File: src/rtl/i2c_pkg.sv
// Shared I2C definitions for the on-chip target and the I2C master.
package i2c_pkg;

  typedef enum logic [3:0] {
    IDLE,
    ADDR,
    ADDR_ACK,
    SUB,
    SUB_ACK,
    WR,
    WR_ACK,
    RD,
    RD_ACK
  } i2c_state_t;

  // R/W bit in the address byte
  localparam logic I2C_WRITE = 1'b0;
  localparam logic I2C_READ  = 1'b1;

endpackage

File: src/rtl/i2c_target_if.sv
// Byte-wide register port of the I2C target.
// master: the I2C target, which issues register accesses.
// slave : the register file answering them.
interface i2c_target_if;
  logic [7:0] reg_addr;
  logic [7:0] reg_wdata;
  logic       reg_we;
  logic       reg_re;
  logic [7:0] reg_rdata;

  modport master (output reg_addr, output reg_wdata, output reg_we,
                  output reg_re, input reg_rdata);
  modport slave  (input reg_addr, input reg_wdata, input reg_we,
                  input reg_re, output reg_rdata);
endinterface

File: src/rtl/i2c_sync_edge.sv
// 2-FF synchronizer for an open-drain pin, followed by a registered edge
// detector. level/rise/fall are all registered and mutually aligned.
module i2c_sync_edge (
  input  logic clk,
  input  logic rst_n,
  input  logic pin,
  output logic level,
  output logic rise,
  output logic fall
);

  logic [1:0] sync;

  // Synchronize, then compare against the previous synchronized level.
  // Idle bus is high, so everything resets to the released state.
  always_ff @(posedge clk or negedge rst_n) begin
    if (!rst_n) begin
      sync  <= 2'b11;
      level <= 1'b1;
      rise  <= 1'b0;
      fall  <= 1'b0;
    end else begin
      sync  <= {sync[0], pin};
      level <= sync[1];
      rise  <= sync[1] & ~level;
      fall  <= ~sync[1] & level;
    end
  end

endmodule

File: src/rtl/i2c_target.sv
// I2C target: decodes START/STOP and bytes on SCL/SDA, ACKs its address,
// loads an 8-bit register pointer and turns data bytes into register port
// writes/reads. Only pulls SDA low for ACKs and zero read bits.
module i2c_target
  import i2c_pkg::*;
#(
  parameter logic [6:0] DEV_ADDR = 7'h39
) (
  input  logic         clk,
  input  logic         rst_n,
  input  logic         scl_in,
  input  logic         sda_in,
  output logic         sda_oe,
  output logic         busy,
  i2c_target_if.master regs
);

  logic scl_lvl, scl_rise, scl_fall;
  logic sda_lvl, sda_rise, sda_fall;

  i2c_sync_edge u_scl (.clk(clk), .rst_n(rst_n), .pin(scl_in),
                       .level(scl_lvl), .rise(scl_rise), .fall(scl_fall));
  i2c_sync_edge u_sda (.clk(clk), .rst_n(rst_n), .pin(sda_in),
                       .level(sda_lvl), .rise(sda_rise), .fall(sda_fall));

  i2c_state_t state;
  logic [3:0] cnt;
  logic [7:0] shreg;
  logic [7:0] ptr;
  logic [7:0] wdata;
  logic       we, re;
  logic       rd_mode;

  // An SDA edge coincident with an SCL edge is never a bus condition.
  logic no_scl_edge, start_ev, stop_ev;
  logic [7:0] rx_byte;

  assign no_scl_edge = ~scl_rise & ~scl_fall;
  assign start_ev    = sda_fall & scl_lvl & no_scl_edge;
  assign stop_ev     = sda_rise & scl_lvl & no_scl_edge;
  assign rx_byte     = {shreg[6:0], sda_lvl};

  assign regs.reg_addr  = ptr;
  assign regs.reg_wdata = wdata;
  assign regs.reg_we    = we;
  assign regs.reg_re    = re;

  // Bus FSM: bits in on SCL rise, SDA drive changes on SCL fall.
  always_ff @(posedge clk or negedge rst_n) begin
    if (!rst_n) begin
      state   <= IDLE;
      cnt     <= 4'd0;
      shreg   <= 8'h00;
      ptr     <= 8'h00;
      wdata   <= 8'h00;
      we      <= 1'b0;
      re      <= 1'b0;
      rd_mode <= I2C_WRITE;
      sda_oe  <= 1'b0;
      busy    <= 1'b0;
    end else begin
      we <= 1'b0;
      re <= 1'b0;
      // pointer advances in the cycle after a write strobe
      if (we) ptr <= ptr + 8'd1;
      // read data arrives the cycle after the read strobe
      if (re) shreg <= regs.reg_rdata;

      if (stop_ev) begin
        state  <= IDLE;
        sda_oe <= 1'b0;
        busy   <= 1'b0;
      end else if (start_ev) begin
        state  <= ADDR;
        cnt    <= 4'd0;
        sda_oe <= 1'b0;
      end else if (scl_rise) begin
        case (state)
          ADDR, SUB, WR: begin
            shreg <= rx_byte;
            cnt   <= cnt + 4'd1;
            if (cnt == 4'd7) begin
              cnt <= 4'd0;
              case (state)
                ADDR: begin
                  if (rx_byte[7:1] == DEV_ADDR) begin
                    state   <= ADDR_ACK;
                    busy    <= 1'b1;
                    rd_mode <= rx_byte[0];
                    if (rx_byte[0] == I2C_READ) re <= 1'b1;
                  end else begin
                    state <= IDLE;
                    busy  <= 1'b0;
                  end
                end
                SUB: begin
                  ptr   <= rx_byte;
                  state <= SUB_ACK;
                end
                default: begin
                  we    <= 1'b1;
                  wdata <= rx_byte;
                  state <= WR_ACK;
                end
              endcase
            end
          end
          RD: cnt <= cnt + 4'd1;
          RD_ACK: begin
            if (sda_lvl == 1'b0) begin
              ptr <= ptr + 8'd1;
              re  <= 1'b1;
            end else begin
              state <= IDLE;
              busy  <= 1'b0;
            end
          end
          default: ;
        endcase
      end else if (scl_fall) begin
        case (state)
          ADDR_ACK, SUB_ACK, WR_ACK: begin
            // first fall opens the ACK window, second fall closes it
            if (!sda_oe) begin
              sda_oe <= 1'b1;
            end else begin
              sda_oe <= 1'b0;
              cnt    <= 4'd0;
              if (state == ADDR_ACK && rd_mode == I2C_READ) begin
                sda_oe <= ~shreg[7];
                state  <= RD;
              end else if (state == ADDR_ACK) begin
                state <= SUB;
              end else begin
                state <= WR;
              end
            end
          end
          RD: begin
            if (cnt == 4'd8) begin
              sda_oe <= 1'b0;
              state  <= RD_ACK;
            end else begin
              shreg  <= {shreg[6:0], 1'b0};
              sda_oe <= ~shreg[6];
            end
          end
          RD_ACK: begin
            // only reached after an ACK; NACK already left for IDLE
            sda_oe <= ~shreg[7];
            cnt    <= 4'd0;
            state  <= RD;
          end
          default: ;
        endcase
      end
    end
  end

endmodule

File: src/flat_wrapper.sv
// flat-port wrapper written by rule: the top's interface ports become plain ports
module i2c_target_flat import i2c_pkg::*;
#(
  parameter logic [6:0] DEV_ADDR = 7'h39
)
  (clk, rst_n, scl_in, sda_in, sda_oe, busy, regs_reg_addr, regs_reg_wdata, regs_reg_we, regs_reg_re, regs_reg_rdata);
  i2c_target_if regs_i ();
  input  logic clk;
  input  logic rst_n;
  input  logic scl_in;
  input  logic sda_in;
  output logic sda_oe;
  output logic busy;
  output wire logic [$bits(regs_i.reg_addr)-1:0] regs_reg_addr;
  output wire logic [$bits(regs_i.reg_wdata)-1:0] regs_reg_wdata;
  output wire logic [$bits(regs_i.reg_we)-1:0] regs_reg_we;
  output wire logic [$bits(regs_i.reg_re)-1:0] regs_reg_re;
  input wire logic [$bits(regs_i.reg_rdata)-1:0] regs_reg_rdata;
  assign regs_reg_addr = regs_i.reg_addr;
  assign regs_reg_wdata = regs_i.reg_wdata;
  assign regs_reg_we = regs_i.reg_we;
  assign regs_reg_re = regs_i.reg_re;
  assign regs_i.reg_rdata = regs_reg_rdata;
  i2c_target #(.DEV_ADDR(DEV_ADDR)) u_core (.clk(clk), .rst_n(rst_n), .scl_in(scl_in), .sda_in(sda_in), .sda_oe(sda_oe), .busy(busy), .regs(regs_i));
endmodule
File: config.mk
export PLATFORM = sky130hd
export DESIGN_NAME = i2c_target_flat
export DESIGN_NICKNAME = d
export VERILOG_FILES = /design/src/rtl/i2c_pkg.sv /design/src/rtl/i2c_target_if.sv /design/src/rtl/i2c_sync_edge.sv /design/src/rtl/i2c_target.sv /design/src/flat_wrapper.sv
export SDC_FILE = /design/constraint.sdc
export NUM_CORES = 1
export LEC_CHECK = 0
export CAP_MARGIN = 15
export CORE_MARGIN = 3
export CORE_UTILIZATION = 55
export DETAILED_ROUTE_END_ITERATION = 8
export GPL_ROUTABILITY_DRIVEN = 1
export GPL_TIMING_DRIVEN = 0
export PLACE_DENSITY = 0.79
export SLEW_MARGIN = 5
export SYNTH_ARGS = -nofsm -noshare
export SYNTH_HDL_FRONTEND = slang
export SYNTH_SLANG_ARGS = --single-unit
File: constraint.sdc
create_clock -name clk -period 3.7 [get_ports clk]
set_clock_uncertainty 0.1 [all_clocks]
set_input_delay 0.74 -clock clk [delete_from_list [all_inputs] [get_ports clk]]
set_output_delay 0.74 -clock clk [all_outputs]
set_load 0.1 [all_outputs]
; Word level (Yosys, flattened, before mapping)
; Cells that the tools add are included.
[word_totals]
register_bits = 47
out_inout_bits = 20
word_cells = 149
[op_classes]
add_sub_neg = 2
eq_ne = 23
mux = 68
bitwise = 20
n_reduce_logical = 18
[ops]
columns = cell, n
row1 = 2-to-1 mux 8 bit, 15
row2 = 2-to-1 mux 4 bit, 14
row3 = 2-to-1 mux 1 bit, 28
row4 = one-hot mux 4 bit (2 select lines), 3
row5 = "equality test 4 x 3 -> 1 bit, second input constant", 5
row6 = one-hot mux 8 bit (2 select lines), 1
row7 = "inequality test 5 x 2 -> 1 bit, second input constant", 3
row8 = AND reduction 7 bit, 2
row9 = one-hot mux 4 bit (3 select lines), 1
row10 = AND reduction 6 bit, 2
row11 = inverter 1 bit, 11
row12 = bitwise AND 1 bit, 9
row13 = "inequality test 3 x 1 -> 1 bit, second input constant", 3
row14 = nonzero test 3 bit, 3
row15 = "adder 8 x 1 -> 8 bit, second input constant", 1
row16 = "equality test 4 x 2 -> 1 bit, second input constant", 2
row17 = "equality test 4 bit, second input constant", 2
row18 = nonzero test 4 bit, 2
row19 = "equality test 7 x 6 -> 1 bit, second input constant", 1
row20 = one-hot mux 3 bit (2 select lines), 1
row21 = nonzero test 6 bit, 1
row22 = OR reduction 3 bit, 2
row23 = "inequality test 5 x 1 -> 1 bit, second input constant", 1
row24 = "inequality test 5 x 3 -> 1 bit, second input constant", 1
row25 = other kinds (16), 17

; Depth between registers and ports, before layout
; Gate-level depths: netlist (run 1).
[depth]
word_depth = 9
depth_mapped = 7
depth_no_buf = 7

; Cells and area by module
; From an unflattened synthesis (run 1), not the netlist that was laid out.
[hier_totals]
hier_cells = 274
hier_area_um2 = 2691.3
[modules_own_cells]
columns = mod, instances, cells_per_inst, area_each_um2, seq_area_each_um2
row1 = i2c_target, 1, 260, 2403.6, 925.9
row2 = i2c_sync_edge, 2, 7, 143.9, 128.9

; Worst setup path before layout (run 1)
; OpenSTA, ideal clock, no wires.
[synth_path]
path_kind = reg2reg
start = reg u_core.ptr[0] (netlist: u_core.regs.reg_addr[0])
end = reg u_core.ptr[6] (netlist: u_core.regs.reg_addr[6])
arrival_time_ps = 2165
required_ps = 3474
slack_ps = 1309
stages_incl_launch_ff = 7
path_buffers = 0
path_cell_list = dfrtp_1 -> ha_1 -> and4_1 -> nand3_1 -> xnor2_1 -> and3_1 -> a221o_1
[synth_via]
elab_chain_cells = 8
[synth_rtl]
columns = item, line
row1 = start: declaration, i2c_target.sv:29  ; logic [7:0] ptr;
row2 = start signal: assignment, i2c_target.sv:65  ; if (we) ptr <= ptr + 8'd1;
row3 = start signal: assignment, i2c_target.sv:97  ; ptr <= rx_byte;
row4 = start signal: assignment, i2c_target.sv:111  ; ptr <= ptr + 8'd1;
row5 = adder 8 x 1 -> 8 bit *, "i2c_target.sv:65, i2c_target.sv:111"
row6 = 2-to-1 mux 8 bit, i2c_target.sv:65
row7 = 2-to-1 mux 8 bit, i2c_target.sv:84  ; case (state)
row8 = 2-to-1 mux 8 bit, i2c_target.sv:82  ; if (cnt == 4'd7) begin
row9 = one-hot mux 8 bit (2 select lines), i2c_target.sv:78  ; case (state)
row10 = 2-to-1 mux 8 bit, i2c_target.sv:77  ; end else if (scl_rise) begin
row11 = 2-to-1 mux 8 bit, i2c_target.sv:73  ; end else if (start_ev) begin
row12 = 2-to-1 mux 8 bit *, i2c_target.sv:69  ; if (stop_ev) begin
; Mark *: on every way between the ends. The rest lies on a longest branch, timed or not.
; A chain may end at the register's enable or synchronous reset.

; Worst setup path after layout (run 1)
[layout_path]
start = reg u_core.ptr[0] (netlist: u_core.regs.reg_addr[0])
end = out regs_reg_addr[0]
[layout_lines]
columns = item, line
row1 = end: declaration, flat_wrapper.sv:14  ; output wire logic [$bits(regs_i.reg_addr)-1:0] regs_reg_addr;
; No word-level cell between the ends.

==> results of run 1 <==
==> per-layer routing <==
layer / vias to the layer above / wire [um] / track usage [%] / part of all wire [%]
li1: 930 / - / - / -
met1: 947 / 2660 / 32.6 / 48
met2: 54 / 2510 / 33.6 / 45
met3: 5 / 295 / 3.24 / 5.3
met4: 0 / 55 / 6.44 / 1.0
met5: - / 0 / 0 / 0
==> through the flow <==
stage,area (um^2),setup slack [ns],utilization (%)
CTS,3030,0.900,68.7
floorplan,2560,1.31,-
finish,3030,0.902,68.7
global route,3030,0.860,68.7
detailed placement,2950,1.23,66.8
global placement,2930,0.520,66.5
==> worst max-delay path by stage <==
stage | from | endpoint | slack, ns | cells after the start
finish | u_core.regs.reg_addr[0] | regs_reg_addr[0] | 0.90 | 1
global route | u_core.regs.reg_addr[6] | regs_reg_addr[6] | 0.86 | 1
CTS | u_core.regs.reg_addr[0] | regs_reg_addr[0] | 0.90 | 1
detailed placement | u_core.regs.reg_addr[0] | regs_reg_addr[0] | 1.23 | 1
global placement | rst_n | u_core.sda_oe | 0.52 | 1
floorplan | u_core.regs.reg_addr[0] | u_core.regs.reg_addr[6] | 1.31 | 6
==> cell type report <==
cell class	count	area [um^2]
sequential	47	1180
inverter	8	30.0
clock buffer	6	72.6
buffer	12	67.6
tap	52	65.1
clock inverter	2	12.5
multi-input combinational	167	1280
timing repair buffer	32	325
fill	313	1380
==> registers in the layout, summed over array words and instances (netlist names) <==
| register | flops |
|---|---|
| u_core.u_sda.fall | 1 |
| u_core.u_scl.rise | 1 |
| u_core.regs.reg_wdata | 8 |
| u_core.rd_mode | 1 |
| u_core.regs.reg_we | 1 |
| u_core.u_sda.level | 1 |
| u_core.shreg | 8 |
| u_core.sda_oe | 1 |
| u_core.u_scl.fall | 1 |
| u_core.cnt | 4 |
| u_core.state | 4 |
| u_core.u_scl.level | 1 |
| u_core.u_sda.rise | 1 |
| u_core.u_scl.sync | 2 |
| u_core.busy | 1 |
| u_core.regs.reg_re | 1 |
| u_core.u_sda.sync | 2 |
| u_core.regs.reg_addr | 8 |
==> logic make-up (layout without fill, tap and decap cells) <==
family	Yosys count	after routing	share of synthesized area [%]
fa+ha+maj	3	3	1.47
mux	31	31	13.7
flops	47	47	46.3
simple gates	72	72	16.7
compound gates	50	50	14.3
xor+xnor	11	11	3.77
buf+inv	20	60	3.81
==> synthesized netlist by cell type, types with 2 or more instances <==
cell | number | area [um^2]
xor2_1 | 7 | 61.3
nor3_1 | 4 | 20.0
o2bb2ai_1 | 4 | 35.0
nand3_1 | 7 | 35.0
a21oi_1 | 8 | 40.0
dfstp_2 | 6 | 158
buf_1 | 3 | 11.3
a211oi_1 | 2 | 15.0
o21ai_0 | 11 | 55.1
nand4_1 | 4 | 25.0
mux2i_1 | 5 | 50.1
o211ai_1 | 2 | 15.0
buf_6 | 2 | 22.5
nor2b_1 | 5 | 31.3
o31ai_1 | 3 | 22.5
clkbuf_1 | 3 | 11.3
dfrtp_1 | 41 | 1030
a31oi_1 | 2 | 12.5
nor4_4 | 2 | 42.5
a22oi_1 | 3 | 22.5
nor2_1 | 11 | 41.3
inv_1 | 8 | 30.0
buf_2 | 3 | 15.0
mux2_4 | 2 | 30.0
nand2_1 | 22 | 82.6
ha_1 | 3 | 37.5
mux2_2 | 24 | 270
xnor2_1 | 4 | 35.0
nand2b_1 | 2 | 12.5
==> power groups by stage <==
| stage | registers (mW) | clock network (mW) | logic (mW) |
|---|---|---|---|
| finish | 0.701 | 0.305 | 0.540 |
| global route | 0.714 | 0.327 | 0.587 |
| CTS | 0.699 | 0.313 | 0.536 |
| detailed placement | 0.709 | 0 | 0.534 |
| global placement | 0.706 | 0 | 0.526 |
| floorplan | 0.720 | 0 | 0.380 |
==> impl_summary.log, run 1 <==
[metrics] number of nets in the final layout: 288
[metrics] GR Overflow Total: 0
[metrics] EDFF count, synth: 0
[metrics] final hold violation count: 0
[metrics] quantity of gates resized following cts: 0
[metrics] Final Cycle Share: 75.6%
[metrics] data arrival at the endpoint of the critical path: 1.96 ns
[metrics] cell area after technology mapping: 2560 um^2
[metrics] max incr delay on CP: 1.18 ns
[metrics] core region area: 4410 um^2
[metrics] delay-heaviest family, CP: buffers and inverters
[metrics] worst voltage drop across the vdd grid: 0.313 mV
[metrics] Die Outline Area: 5510 um^2
[metrics] CP Buf/Inv Count: 1
[metrics] max-cap violation count: 0
[metrics] combinational cell fraction of total power: 34.9%
[metrics] hold buffer count at cts: 0
[metrics] commonest non-fill, non-tap cell in the layout: dfrtp_1
[metrics] Detailed Routing Iterations Pass 1: 4
[metrics] cell count of the worst reg-to-reg path: 5
[metrics] layout overhead on the synthesized area: 18.6%
[metrics] CP max-delay cell: clkdlybuf4s50_1
[metrics] yosys warns: 0
[metrics] placed instance count: 318
[metrics] measured slew at the worst slew-check pin: 0.975 ns
[metrics] standard-cell rows: 24
[metrics] violation count after the first detailed-route iteration: 161
[metrics] kind of path behind the tightest hold check: in2async
[metrics] total power draw: 1.55 mW
[metrics] global placer's final weighted congestion: 0.865
[metrics] leakage: 1.28 nW
[metrics] status: complete, no violations
[metrics] net count of the mapped netlist: 249
[metrics] pin count of the biggest net entering global routing: 37
[metrics] non-filler cells in the finished layout: 326
[metrics] fraction of the yosys area taken by sequential cells: 46.3%
[metrics] Clk pwr share: 19.7%
[metrics] post-detailed-route wirelength per cell: 17.0 um
[metrics] dpl hpwl: 3980 um
[metrics] worst setup slack for register-to-register paths: 1.55 ns
[metrics] Netlist cell types: 60
[metrics] # clock sinks: 47
[metrics] critical path start-end classification: reg2out
[metrics] Required @ worst endpoint: 2.86 ns
[metrics] commonest non-fill, non-tap cells in the layout: dfrtp_1 (41), clkdlybuf4s50_1 (30), mux2_2 (24)
[metrics] Buffers on Ports: 31
[metrics] antenna violations before repair: 0
[metrics] CTS tree: built
[metrics] residual antenna-violating net count after detailed routing: 0
[metrics] register bit total from synthesis: 47
[metrics] Top-Level Pins: 32
[metrics] startpoint type of the worst setup path: flop
[metrics] Max Slew Vio Count: 0
[metrics] clock insertion delay at the later pin of the skew report: 0.30 ns
[metrics] Die X: 74.2 um
[metrics] net switching component of the power: 580 uW
[metrics] Max transition margin: 34.8%
[metrics] async set-reset flop share out of synthesis: 100%
[metrics] r2r startpoint: u_core.state[3]
[metrics] Highest Clock Rate: 0.357 GHz
[metrics] All-Layer GR Usage: 22.0%
[metrics] total via count in the routed design: 1936
[metrics] Vias/cell: 5.94
[metrics] end of the worst register-to-register path: u_core.regs.reg_wdata[7]
[metrics] cell count after synthesis: 234
[metrics] Setup crit end kind: primary output
[metrics] vias in the first global route: 1907
[metrics] buffer cell driving the clock tree root: clkbuf_8
[metrics] tightest hold margin: 0.205 ns
[metrics] flip-flop cell with the highest count after synthesis: dfrtp_1
[metrics] Internal: 966 uW
[metrics] cell breakdown of the critical path: clkdlybuf4s50_1
[metrics] unrepaired setup endpoints after global routing: false
[metrics] Total Neg Setup Slack: 0 ns
[metrics] Longest Clk Path Bufs: 2
[metrics] Post-route DRC: 0
[metrics] shortest clock period the worst path allows after layout: 2.80 ns
[metrics] Max H-tree Level: 2
[metrics] number of CTS-inserted buffers: 5
[metrics] switching share of power: 37.5%
[metrics] Max FO, Critical Path: 6
[metrics] Avg Cell Area, Syn: 10.9 um^2
[metrics] number of antenna repair diodes: 0
[metrics] vertical die dimension: 74.2 um
[metrics] wire length of the first global-routing pass: 9340 um
[metrics] Pwr Density: 510 nW/um^2
[metrics] share of layout cells above drive strength 1: 20.1%
[metrics] Setup Viol. Count Final: 0
[metrics] clock edge transition at the registers on the reported setup and hold paths: 0.09 ns
[metrics] total wire length: 5530 um
[metrics] Post-CTS Setup Inserts: 0
[metrics] Initial Util: 58.0%
[metrics] relative contribution of sequential cells to total power: 45.3%
(Power assumes the default switching activity.)
==> run 2, diff against run 1 <==
CORE_UTILIZATION = 50   (was 55)
PLACE_DENSITY = 0.76   (was 0.79)
clock period = 2.4 ns   (was 3.7 ns; I/O delays follow)
==> run 2 against run 1 <==
  * Critical path depth did not move
  * Via count fell by 0.26%
  * Sequential power rose by 54%
  * Critical path type unchanged
  * Largest cell class unchanged
==> impl_summary.log, run 2 (synthesized netlist as in run 1, its figures left out) <==
[metrics] number of nets in the final layout: 289 (was 288)
[metrics] combinational cell fraction of total power: 32.9% (was 34.9%)
[metrics] min-delay src: u_core.u_sda.sync[0]
[metrics] Max H-tree Level: 2 (unchanged)
[metrics] Clk pwr share: 23.9% (was 19.7%)
[metrics] # clock sinks: 47 (unchanged)
[metrics] global placer's final weighted congestion: 0.908 (was 0.865)
[metrics] unrepaired setup endpoints after global routing: false (unchanged)
[metrics] cell count of the worst reg-to-reg path: 5 (unchanged)
[metrics] Setup Viol. Count Final: 0 (unchanged)
[metrics] net switching component of the power: 911 uW (was 580 uW)
[metrics] Max Slew Vio Count: 0 (unchanged)
[metrics] data arrival at the endpoint of the critical path: 1.78 ns (was 1.96 ns)
[metrics] violation count after the first detailed-route iteration: 149 (was 161)
[metrics] total power draw: 2.50 mW (was 1.55 mW)
[metrics] final hold violation count: 0 (unchanged)
[metrics] Initial Util: 52.8% (was 58.0%)
[metrics] Vias/cell: 5.65 (was 5.94)
[metrics] commonest non-fill, non-tap cells in the layout: dfrtp_1 (41), mux2_2 (24), nand2_1 (22) (was dfrtp_1 (41), clkdlybuf4s50_1 (30), mux2_2 (24))
[metrics] relative contribution of sequential cells to total power: 43.2% (was 45.3%)
[metrics] Post-Place Cell Area: 2970 um^2 (was 2950 um^2)
[metrics] Post-route DRC: 0 (unchanged)
[metrics] end point of the worst hold path: u_core.u_sda.sync[1]
[metrics] wire length of the first global-routing pass: 9630 um (was 9340 um)
[metrics] vertical die dimension: 77.5 um (was 74.2 um)
[metrics] GR Layer Usage met3: 4.06% (was 3.24%)
[metrics] kind of path behind the tightest hold check: reg2reg (was in2async)
[metrics] dpl hpwl: 3980 um (about the same)
[metrics] Max transition margin: 35.4% (was 34.8%)
[metrics] antenna violations before repair: 0 (unchanged)
[metrics] core region area: 4850 um^2 (was 4410 um^2)
[metrics] end of the worst register-to-register path: u_core.state[1] (was u_core.regs.reg_wdata[7])
[metrics] Internal: 1.59 mW (was 966 uW)
[metrics] Pwr Density: 807 nW/um^2 (was 510 nW/um^2)
[metrics] number of CTS-inserted buffers: 5 (unchanged)
[metrics] Final Cycle Share: 98.3%
[metrics] vias in the first global route: 1960 (was 1907)
[metrics] Top-Level Pins: 32 (unchanged)
[metrics] share of layout cells above drive strength 1: 20.4% (was 20.1%)
[metrics] standard-cell rows: 25 (was 24)
[metrics] Highest Clock Rate: 0.424 GHz
[metrics] clock insertion delay at the later pin of the skew report: 0.32 ns (was 0.30 ns)
[metrics] Detailed Routing Iterations Pass 1: 4 (unchanged)
[metrics] number of antenna repair diodes: 0 (unchanged)
[metrics] CP Buf/Inv Count: 1 (unchanged)
[metrics] grt met1 use: 28.6% (was 32.6%)
[metrics] max incr delay on CP: 1.13 ns (was 1.18 ns)
[metrics] residual antenna-violating net count after detailed routing: 0 (unchanged)
[metrics] post-detailed-route wirelength per cell: 16.1 um (was 17.0 um)
[metrics] worst setup slack for register-to-register paths: 0.26 ns (was 1.55 ns)
[metrics] All-Layer GR Usage: 20.1% (was 22.0%)
[metrics] cell breakdown of the critical path: clkdlybuf4s50_1 (unchanged)
[metrics] startpoint type of the worst setup path: flop (unchanged)
[metrics] GR Overflow Total: 0 (unchanged)
[metrics] measured slew at the worst slew-check pin: 0.967 ns (was 0.975 ns)
[metrics] shortest clock period the worst path allows after layout: 2.36 ns
[metrics] switching share of power: 36.4% (was 37.5%)
[metrics] layout overhead on the synthesized area: 21.2% (was 18.6%)
[metrics] Required @ worst endpoint: 1.82 ns (was 2.86 ns)
[metrics] total via count in the routed design: 1931 (was 1936)
[metrics] buffer cell driving the clock tree root: clkbuf_8 (unchanged)
[metrics] pin count of the biggest net entering global routing: 35 (was 37)
[metrics] CP max-delay cell: clkdlybuf4s50_1 (unchanged)
[metrics] delay-heaviest family, CP: buffers and inverters (unchanged)
[metrics] clock edge transition at the registers on the reported setup and hold paths: 0.10 ns (was 0.09 ns)
[metrics] final design area excluding fillers: 3100 um^2 (was 3030 um^2)
[metrics] commonest non-fill, non-tap cell in the layout: dfrtp_1 (unchanged)
[metrics] r2r startpoint: u_core.state[1] (was u_core.state[3])
[metrics] leakage: 1.52 nW (was 1.28 nW)
[metrics] Longest Clk Path Bufs: 2 (unchanged)
[metrics] layer with the highest usage: met2 (unchanged)
[metrics] M2 GR Usage: 30.9% (was 33.6%)
[metrics] Max FO, Critical Path: 2 (was 6)
[metrics] WHS Path Cells: 0
[metrics] worst voltage drop across the vdd grid: 0.450 mV (was 0.313 mV)
[metrics] total wire length: 5520 um (was 5530 um)
[metrics] CTS tree: built (unchanged)
[metrics] Die X: 77.5 um (was 74.2 um)
[metrics] Total Neg Setup Slack: 0 ns (unchanged)
[metrics] Buffers on Ports: 31 (unchanged)
[metrics] status: complete, no violations (unchanged)
[metrics] Die Outline Area: 6010 um^2 (was 5510 um^2)
[metrics] Setup crit end kind: primary output (unchanged)
[metrics] core occupancy in the finished layout: 63.9% (was 68.7%)
[metrics] critical path start-end classification: reg2out (unchanged)
[metrics] max-cap violation count: 0 (unchanged)
run 2: cell types whose count changed in the layout (fill, tap and decap cells not counted), sizes merged:
cell	change
dlygate4sd2	+10
dlymetal6s2s	+9
clkdlybuf4s50	-19
clkinv	+1
clkinvlp	-1
dlygate4sd3	+1
clkbuf	-1
bufinv	+1
run 2: worst max path at each step:
stage                                         from                 endpoint  slack [ns]  cells past startpoint
after floorplan            u_core.regs.reg_addr[0]  u_core.regs.reg_addr[6]       0.009                      6
after global placement                       rst_n        u_core.u_scl.rise       -0.57                      1
after detailed placement   u_core.regs.reg_addr[0]         regs_reg_addr[0]        0.19                      1
after CTS                       u_core.regs.reg_we              regs_reg_we       0.002                      1
after global routing      u_core.regs.reg_wdata[3]        regs_reg_wdata[3]       0.001                      1
final                     u_core.regs.reg_wdata[3]        regs_reg_wdata[3]        0.04                      1
run 2: area by class of cell:
type,instances,area (um^2)
Sequential cell,47,1180
Clock inverter,3,43.8
Tap cell,67,83.8
Timing Repair Buffer,33,345
Clock buffer,5,68.8
Buffer,12,67.6
Inverter,8,30.0
Multi-Input combinational cell,167,1280
Fill cell,400,1750
run 2: repair_timing:
| item | CTS | global route |
|---|---|---|
| hold buffers | 1 | 0 |
| buffers inserted | 0 | 0 |
| setup endpoints to repair | 10 | 9 |
| pin swaps | 0 | 0 |
| endpoints found under the hold margin | 13 | 0 |
| gates resized for setup | 10 | 9 |
run 2: stage by stage:
stage          hold WS [ns]  cells  setup WS [ns]
5_1_grt               0.264    342        0.00102
2_1_floorplan        0.0844    234        0.00943
4_1_cts               0.254    342        0.00243
3_3_place_gp          0.248    332         -0.570
3_5_place_dp          0.247    333          0.194
6_report              0.246    342         0.0412
run 2: routing by layer:
layer | up-vias | wire length, um | part of all wire [%]
met1 | 931 | 2610 | 47
met3 | 9 | 265 | 4.8
met4 | 0 | 85 | 1.5
li1 | 928 | - | -
met5 | - | 0 | 0
met2 | 63 | 2560 | 46
run 2: power by group through the flow:
stage	logic, mW	registers (mW)	clock network (mW)
after floorplan	0.585	1.11	0
after global placement	0.808	1.09	0
after detailed placement	0.820	1.09	0
after CTS	0.818	1.08	0.607
after global routing	0.901	1.10	0.640
final	0.822	1.08	0.599
==> run 3, diff against run 2 <==
PLACE_DENSITY = 0.75   (was 0.76)
SYNTH_HIERARCHICAL = 1   (was not set)
==> run 3 against run 2 <==
  * Global-route usage rose by 1.9 points
  * Hold slack better by 0.016 ns
  * Sequential share of layout area down 1.4 points
  * Clock power is 18% lower
  * Non-clock buffer count rose by 2
  * Combinational power grew 15%
  * Worst setup slack got worse by 0.011 ns
  * Area after synthesis is 5.2% higher
  * Highest routed layer unchanged
  * Total power grew 2.3%
  * Synthesized cell count rose by 17%
==> impl_summary.log, run 3 <==
[metrics] status: complete, no violations (unchanged)
[metrics] GR Overflow Total: 0 (unchanged)
[metrics] layout overhead on the synthesized area: 19.5% (was 21.2%)
[metrics] top-area cell type share of the netlist area: 38.1% (was 40.1%)
[metrics] cell count after synthesis: 274 (was 234)
[metrics] end of the worst register-to-register path: u_core/regs.reg_wdata[7] (was u_core.state[1])
[metrics] share of layout cells above drive strength 1: 13.7% (was 20.4%)
[metrics] cell area after technology mapping: 2690 um^2 (was 2560 um^2)
[metrics] final hold violation count: 0 (unchanged)
[metrics] commonest non-fill, non-tap cell in the layout: dfrtp_1 (unchanged)
[metrics] total wire length: 6470 um (was 5520 um)
[metrics] max-cap violation count: 0 (unchanged)
[metrics] async set-reset flop share out of synthesis: 100% (unchanged)
[metrics] Netlist cell types: 59 (was 60)
[metrics] standard-cell rows: 26 (was 25)
[metrics] Pwr Density: 795 nW/um^2 (was 807 nW/um^2)
[metrics] number of nets in the final layout: 328 (was 289)
[metrics] flip-flop cell with the highest count after synthesis: dfrtp_1 (unchanged)
[metrics] Max H-tree Level: 2 (unchanged)
[metrics] net count of the mapped netlist: 289 (was 249)
[metrics] most repeated cell in the gate-level netlist after synthesis: dfrtp_1 (unchanged)
[metrics] Setup Viol. Count Final: 0 (unchanged)
[metrics] WHS Path Cells: 0 (unchanged)
[metrics] clock edge transition at the registers on the reported setup and hold paths: 0.09 ns (was 0.10 ns)
[metrics] worst voltage drop across the vdd grid: 0.770 mV (was 0.450 mV)
[metrics] CP max-delay cell: clkdlybuf4s50_1 (unchanged)
[metrics] cell breakdown of the critical path: clkdlybuf4s50_1 (unchanged)
[metrics] top cell types by occurrence after synthesis: dfrtp_1 (41), nand2_1 (29), nor2_1 (17) (was dfrtp_1 (41), mux2_2 (24), nand2_1 (22))
[metrics] dpl hpwl: 4570 um (was 3980 um)
[metrics] EDFF count, synth: 0 (unchanged)
[metrics] cell types with the largest area share after synthesis: dfrtp_1 (38%), mux2i_1 (6.0%), dfstp_2 (5.9%) (was dfrtp_1 (40%), mux2_2 (11%), dfstp_2 (6.2%))
[metrics] post-detailed-route wirelength per cell: 16.9 um (was 16.1 um)
[metrics] worst setup slack for register-to-register paths: 0.25 ns (was 0.26 ns)
[metrics] shortest clock period the worst path allows after layout: 2.37 ns (was 2.36 ns)
[metrics] delay-heaviest family, CP: buffers and inverters (unchanged)
[metrics] r2r startpoint: u_core/cnt[0] (was u_core.state[1])
[metrics] Max FO, Critical Path: 2 (unchanged)
[metrics] kind of path behind the tightest hold check: reg2reg (unchanged)
[metrics] data arrival at the endpoint of the critical path: 1.79 ns (was 1.78 ns)
[metrics] vias in the first global route: 2279 (was 1960)
[metrics] residual antenna-violating net count after detailed routing: 0 (unchanged)
[metrics] global placer's final weighted congestion: 0.894 (was 0.908)
[metrics] total power draw: 2.56 mW (was 2.50 mW)
[metrics] final design area excluding fillers: 3220 um^2 (was 3100 um^2)
[metrics] Vias/cell: 6.00 (was 5.65)
[metrics] cell count of the worst reg-to-reg path: 4 (was 5)
[metrics] max incr delay on CP: 1.13 ns (about the same)
[metrics] vertical die dimension: 79.4 um (was 77.5 um)
[metrics] # clock sinks: 47 (unchanged)
[metrics] pin count of the biggest net entering global routing: 35 (unchanged)
[metrics] leakage: 1.61 nW (was 1.52 nW)
[metrics] Max transition margin: 35.4% (about the same)
[metrics] commonest non-fill, non-tap cells in the layout: dfrtp_1 (41), nand2_1 (29), nor2_1 (17) (was dfrtp_1 (41), mux2_2 (24), nand2_1 (22))
[metrics] Highest Clock Rate: 0.422 GHz (was 0.424 GHz)
[metrics] multi-input gate area in the final layout: 1400 um^2 (was 1280 um^2)
[metrics] core region area: 5170 um^2 (was 4850 um^2)
[metrics] unrepaired setup endpoints after global routing: false (unchanged)
[metrics] number of CTS-inserted buffers: 5 (unchanged)
[metrics] Detailed Routing Iterations Pass 1: 5 (was 4)
[metrics] Seq. cell area: 1180 um^2 (unchanged)
[metrics] antenna violations before repair: 0 (unchanged)
[metrics] All-Layer GR Usage: 22.0% (was 20.1%)
[metrics] end point of the worst hold path: u_core/u_sda/sync[1] (was u_core.u_sda.sync[1])
[metrics] violation count after the first detailed-route iteration: 131 (was 149)
[metrics] Longest Clk Path Bufs: 2 (unchanged)
[metrics] register bit total from synthesis: 47 (unchanged)
[metrics] measured slew at the worst slew-check pin: 0.966 ns (was 0.967 ns)
[metrics] Post-CTS Setup Inserts: 0 (unchanged)
[metrics] number of antenna repair diodes: 0 (unchanged)
[metrics] Post-Place Cell Area: 3100 um^2 (was 2970 um^2)
[metrics] critical path start-end classification: reg2out (unchanged)
[metrics] post-synth top area cell: dfrtp_1 (unchanged)
[metrics] Post-route DRC: 0 (unchanged)
[metrics] Required @ worst endpoint: 1.82 ns (about the same)
[metrics] CP Buf/Inv Count: 1 (unchanged)
[metrics] Top-Level Pins: 32 (unchanged)
[metrics] Layout fillers: 437 (was 400)
[metrics] Total Neg Setup Slack: 0 ns (unchanged)
[metrics] Final Cycle Share: 98.7% (was 98.3%)
[metrics] Die Outline Area: 6300 um^2 (was 6010 um^2)
[metrics] startpoint type of the worst setup path: flop (unchanged)
[metrics] min-delay src: u_core/u_sda/sync[0] (was u_core.u_sda.sync[0])
[metrics] Max Slew Vio Count: 0 (unchanged)
[metrics] Avg Cell Area, Syn: 9.82 um^2 (was 10.9 um^2)
[metrics] Buffers on Ports: 31 (unchanged)
[metrics] total via count in the routed design: 2305 (was 1931)
[metrics] buffer cell driving the clock tree root: clkbuf_8 (unchanged)
[metrics] CTS tree: built (unchanged)
[metrics] fraction of the yosys area taken by sequential cells: 44.0% (was 46.3%)
[metrics] wire length of the first global-routing pass: 11000 um (was 9630 um)
[metrics] Initial Util: 52.0% (was 52.8%)
[metrics] Die X: 79.4 um (was 77.5 um)
[metrics] yosys warns: 6 (was 0)
[metrics] Setup crit end kind: primary output (unchanged)
[metrics] clock insertion delay at the later pin of the skew report: 0.31 ns (was 0.32 ns)
==> run 3: metal layers <==
layer | global-route usage (%) | vias up | part of all wire, %
li1 | - | 1077 | -
met1 | 32.8 | 1138 | 48
met2 | 33.1 | 81 | 45
met3 | 3.51 | 9 | 6.1
met4 | 6.19 | 0 | 0.90
met5 | 0 | - | 0
==> run 3: area by class of cell <==
class	count	share of cell area [%]
multi-input cells	202	43.6
flip-flops and latches	47	36.8
repair buffers	33	11.0
well taps	70	2.72
clock buffers	6	2.26
plain buffers	14	1.98
inverters	10	1.17
clock inverters	2	0.506
==> run 3: worst max path at each step <==
stage | startpoint | endpoint | slack [ns] | cells past startpoint
after floorplan | u_core/sda_oe | u_core/state[0] | 0.13 | 5
after global placement | rst_n | u_core/u_scl/fall | -0.57 | 1
after detailed placement | u_core/regs.reg_addr[0] | regs_reg_addr[0] | 0.18 | 1
after CTS | u_core/regs.reg_re | regs_reg_re | 0.002 | 1
after global routing | u_core/regs.reg_addr[4] | regs_reg_addr[4] | 0.003 | 1
final | u_core/regs.reg_addr[4] | regs_reg_addr[4] | 0.03 | 1
==> run 3: stage by stage <==
stage / worst slack (ns) / util, % / hold WS, ns / std cells
after floorplan: 0.130 / - / 0.0844 / 274
after global placement: -0.573 / 59.7 / 0.248 / 375
after detailed placement: 0.184 / 60.0 / 0.248 / 376
after CTS: 0.00244 / 61.7 / 0.265 / 385
after global routing: 0.00331 / 62.2 / 0.268 / 384
final: 0.0300 / 62.2 / 0.262 / 384
==> run 3: cell families after synthesis <==
| logic type | share of synthesized area (%) |
|---|---|
| flip-flops | 44.0 |
| AO/OA/AOI/OAI | 17.3 |
| XOR/XNOR | 2.93 |
| AND/OR/NAND/NOR | 20.4 |
| buffers and inverters | 3.91 |
| adder cells (fa/ha/maj) | 1.39 |
| multiplexers | 10.1 |
==> run 3: power by group <==
group / leakage (nW) / switching, mW / internal [mW]
registers: 0.604 / 0.189 / 0.929
clock network: 0.0418 / 0.284 / 0.210
logic: 0.961 / 0.597 / 0.350
total: 1.61 / 1.07 / 1.49
==> run 3: what timing repair did <==
item	CTS	global route
gates resized for setup	8	11
hold buffers	1	0
endpoints found under the hold margin	13	0
endpoints found under the setup margin	8	14
==> edit (config.mk and constraints of run 2) <==
Add an input register stage for `scl_in` and `sda_in`, cleared by the reset; this delays them by one clock. The other inputs are not delayed to match.
--- a/src/rtl/i2c_target.sv
+++ b/src/rtl/i2c_target.sv
@@ -17,2 +17,15 @@
 
+  logic scl_q;
+  logic sda_q;
+
+  always_ff @(posedge clk or negedge rst_n) begin
+    if (!rst_n) begin
+      scl_q <= '0;
+      sda_q <= '0;
+    end else begin
+      scl_q <= scl_in;
+      sda_q <= sda_in;
+    end
+  end
+
   logic scl_lvl, scl_rise, scl_fall;
@@ -20,5 +33,5 @@
 
-  i2c_sync_edge u_scl (.clk(clk), .rst_n(rst_n), .pin(scl_in),
+  i2c_sync_edge u_scl (.clk(clk), .rst_n(rst_n), .pin(scl_q),
                        .level(scl_lvl), .rise(scl_rise), .fall(scl_fall));
-  i2c_sync_edge u_sda (.clk(clk), .rst_n(rst_n), .pin(sda_in),
+  i2c_sync_edge u_sda (.clk(clk), .rst_n(rst_n), .pin(sda_q),
                        .level(sda_lvl), .rise(sda_rise), .fall(sda_fall));
Behaviour: same outputs for any inputs over 10 cycles, from zero or initial values and one cycle with rst_n low; that may be too few to reach the edited logic, so the function may still have changed.
==> edit against run 2 <==
- setup slack got worse by 0.0030 ns
- largest cell class unchanged
- routed wire length up 35%
- final area increased by 13%
- worst hold slack better by 0.013 ns
- final cell count increased by 20%
- critical path type unchanged
- sequential cell count rose by 2
- synthesized area increased by 16%
- first-iteration DRC count grew 110%
- register-to-register slack got worse by 0.10 ns
- total power rose by 12%
- synthesized cell count grew 26%
==> edit: results (changes against run 2) <==
metric	value	unit	change
Tcrit/Tclk final	0.9841		+0.001263
via count	2542		+32%
Hold Path Sink	u_core.u_scl.sync[1]		
Tot GR Track Use	0.2196		+0.01844
status	completed		
clk_lat worst skew	0.30	ns	-0.02 ns
post-CTS setup buffers	0		unchanged
Worst slew margin	0.3535		-0.0009230
gpl congestion	0.9286		+2.3%
r2r worst-path depth	6		+1
met2 wire length	3.420	mm	+34%
DR iter-0 viols	314		+110%
WL final	7.442	mm	+35%
Seq/Total Area, Yosys	0.4173		-0.04533
Post-synth top cells	43 x dfrtp_1, 25 x nor2_1, 20 x nand2_1, 18 x a21oi_1, 14 x o21ai_0		
metal3 WL	553	microns	+110%
hold slack	0.2596	ns	+0.01339 ns
Critical Path Sink	regs_reg_wdata[2]		
DR pass1 iterations	5		+1
CP startpoint	u_core.regs.reg_wdata[2]		
FF-to-FF setup slack	0.16	ns	-0.10 ns
min-delay worst type	reg2reg		
peak supply drop	0.0004364	V	-3.0%
Pleak	1.640	nW	+7.8%
beginning of the worst hold path	u_core.u_scl.sync[0]		
R2R Path Start	u_core.cnt[0]		
antenna cell count	0		unchanged
Setup Slack @ Placement	0.09374	ns	-0.1004 ns
number of distinct library cells after synthesis	76		+27%
Port Buf Inserts	31		unchanged
share of post-route cells with drive strength above 1	0.1602		-0.04340
Syn Nets	311		+25%
worst reg2reg endpoint	u_core.regs.reg_addr[0]		
largest cells by area after synthesis	dfrtp_1 36%, dfstp_2 5.3%, mux2i_1 3.4%		
M1 WL	3.384	mm	+30%
largest net degree at the start of global routing	36		+2.9%
# nets final	351		+21%
first-pass GRT wire length	12.48	mm	+30%
HPWL after DPL	5.297	mm	+33%
[edit: repair_timing]
item,4_1_cts,5_1_grt
endpoints found under the hold margin,13,0
hold buffers,1,0
setup endpoints to repair,10,11
pin swaps,0,0
gates cloned,0,0
resized for setup,10,9
[edit: where the power goes]
| part | switching (mW) | total (mW) | internal [mW] |
|---|---|---|---|
| sequential | 0.165 | 1.12 | 0.952 |
| clock | 0.291 | 0.631 | 0.339 |
| combinational | 0.640 | 1.07 | 0.426 |
| total | 1.10 | 2.81 | 1.72 |
[edit: logic make-up (layout without fill, tap and decap cells)]
family / Yosys count / in the layout / share of synthesized area
flip-flops: 49 / 49 / 0.4173
AO/OA/AOI/OAI: 81 / 81 / 0.1959
multiplexers: 23 / 23 / 0.08718
buffers and inverters: 27 / 68 / 0.05036
XOR/XNOR: 8 / 8 / 0.02370
adder cells (fa/ha/maj): 3 / 3 / 0.01270
AND/OR/NAND/NOR: 105 / 105 / 0.2129
[edit: metrics by stage]
| step | power [mW] | std cells | area (sq um) |
|---|---|---|---|
| 3_3_place_gp | 2.157 | 399 | 3357 |
| 4_1_cts | 2.804 | 409 | 3490 |
| 6_report | 2.812 | 409 | 3518 |
| 3_5_place_dp | 2.176 | 400 | 3372 |
| 2_1_floorplan | 1.900 | 296 | 2957 |
| 5_1_grt | 2.983 | 409 | 3518 |
[edit: layout make-up]
class / instances / area (sq um)
multi-input combinational: 220 / 1583
clock buffer: 6 / 82.58
inverter: 8 / 30.03
buffer: 19 / 118.9
sequential: 49 / 1234
fill: 502 / 2090
timing repair buffer: 33 / 342.8
clock inverter: 2 / 37.54
tap: 72 / 90.09
[edit: layer usage]
layer / GRT usage / vias up
li1: - / 1170
met1: 0.3191 / 1244
met2: 0.3433 / 116
met3: 0.03671 / 12
met4: 0.05201 / 0
met5: 0 / -
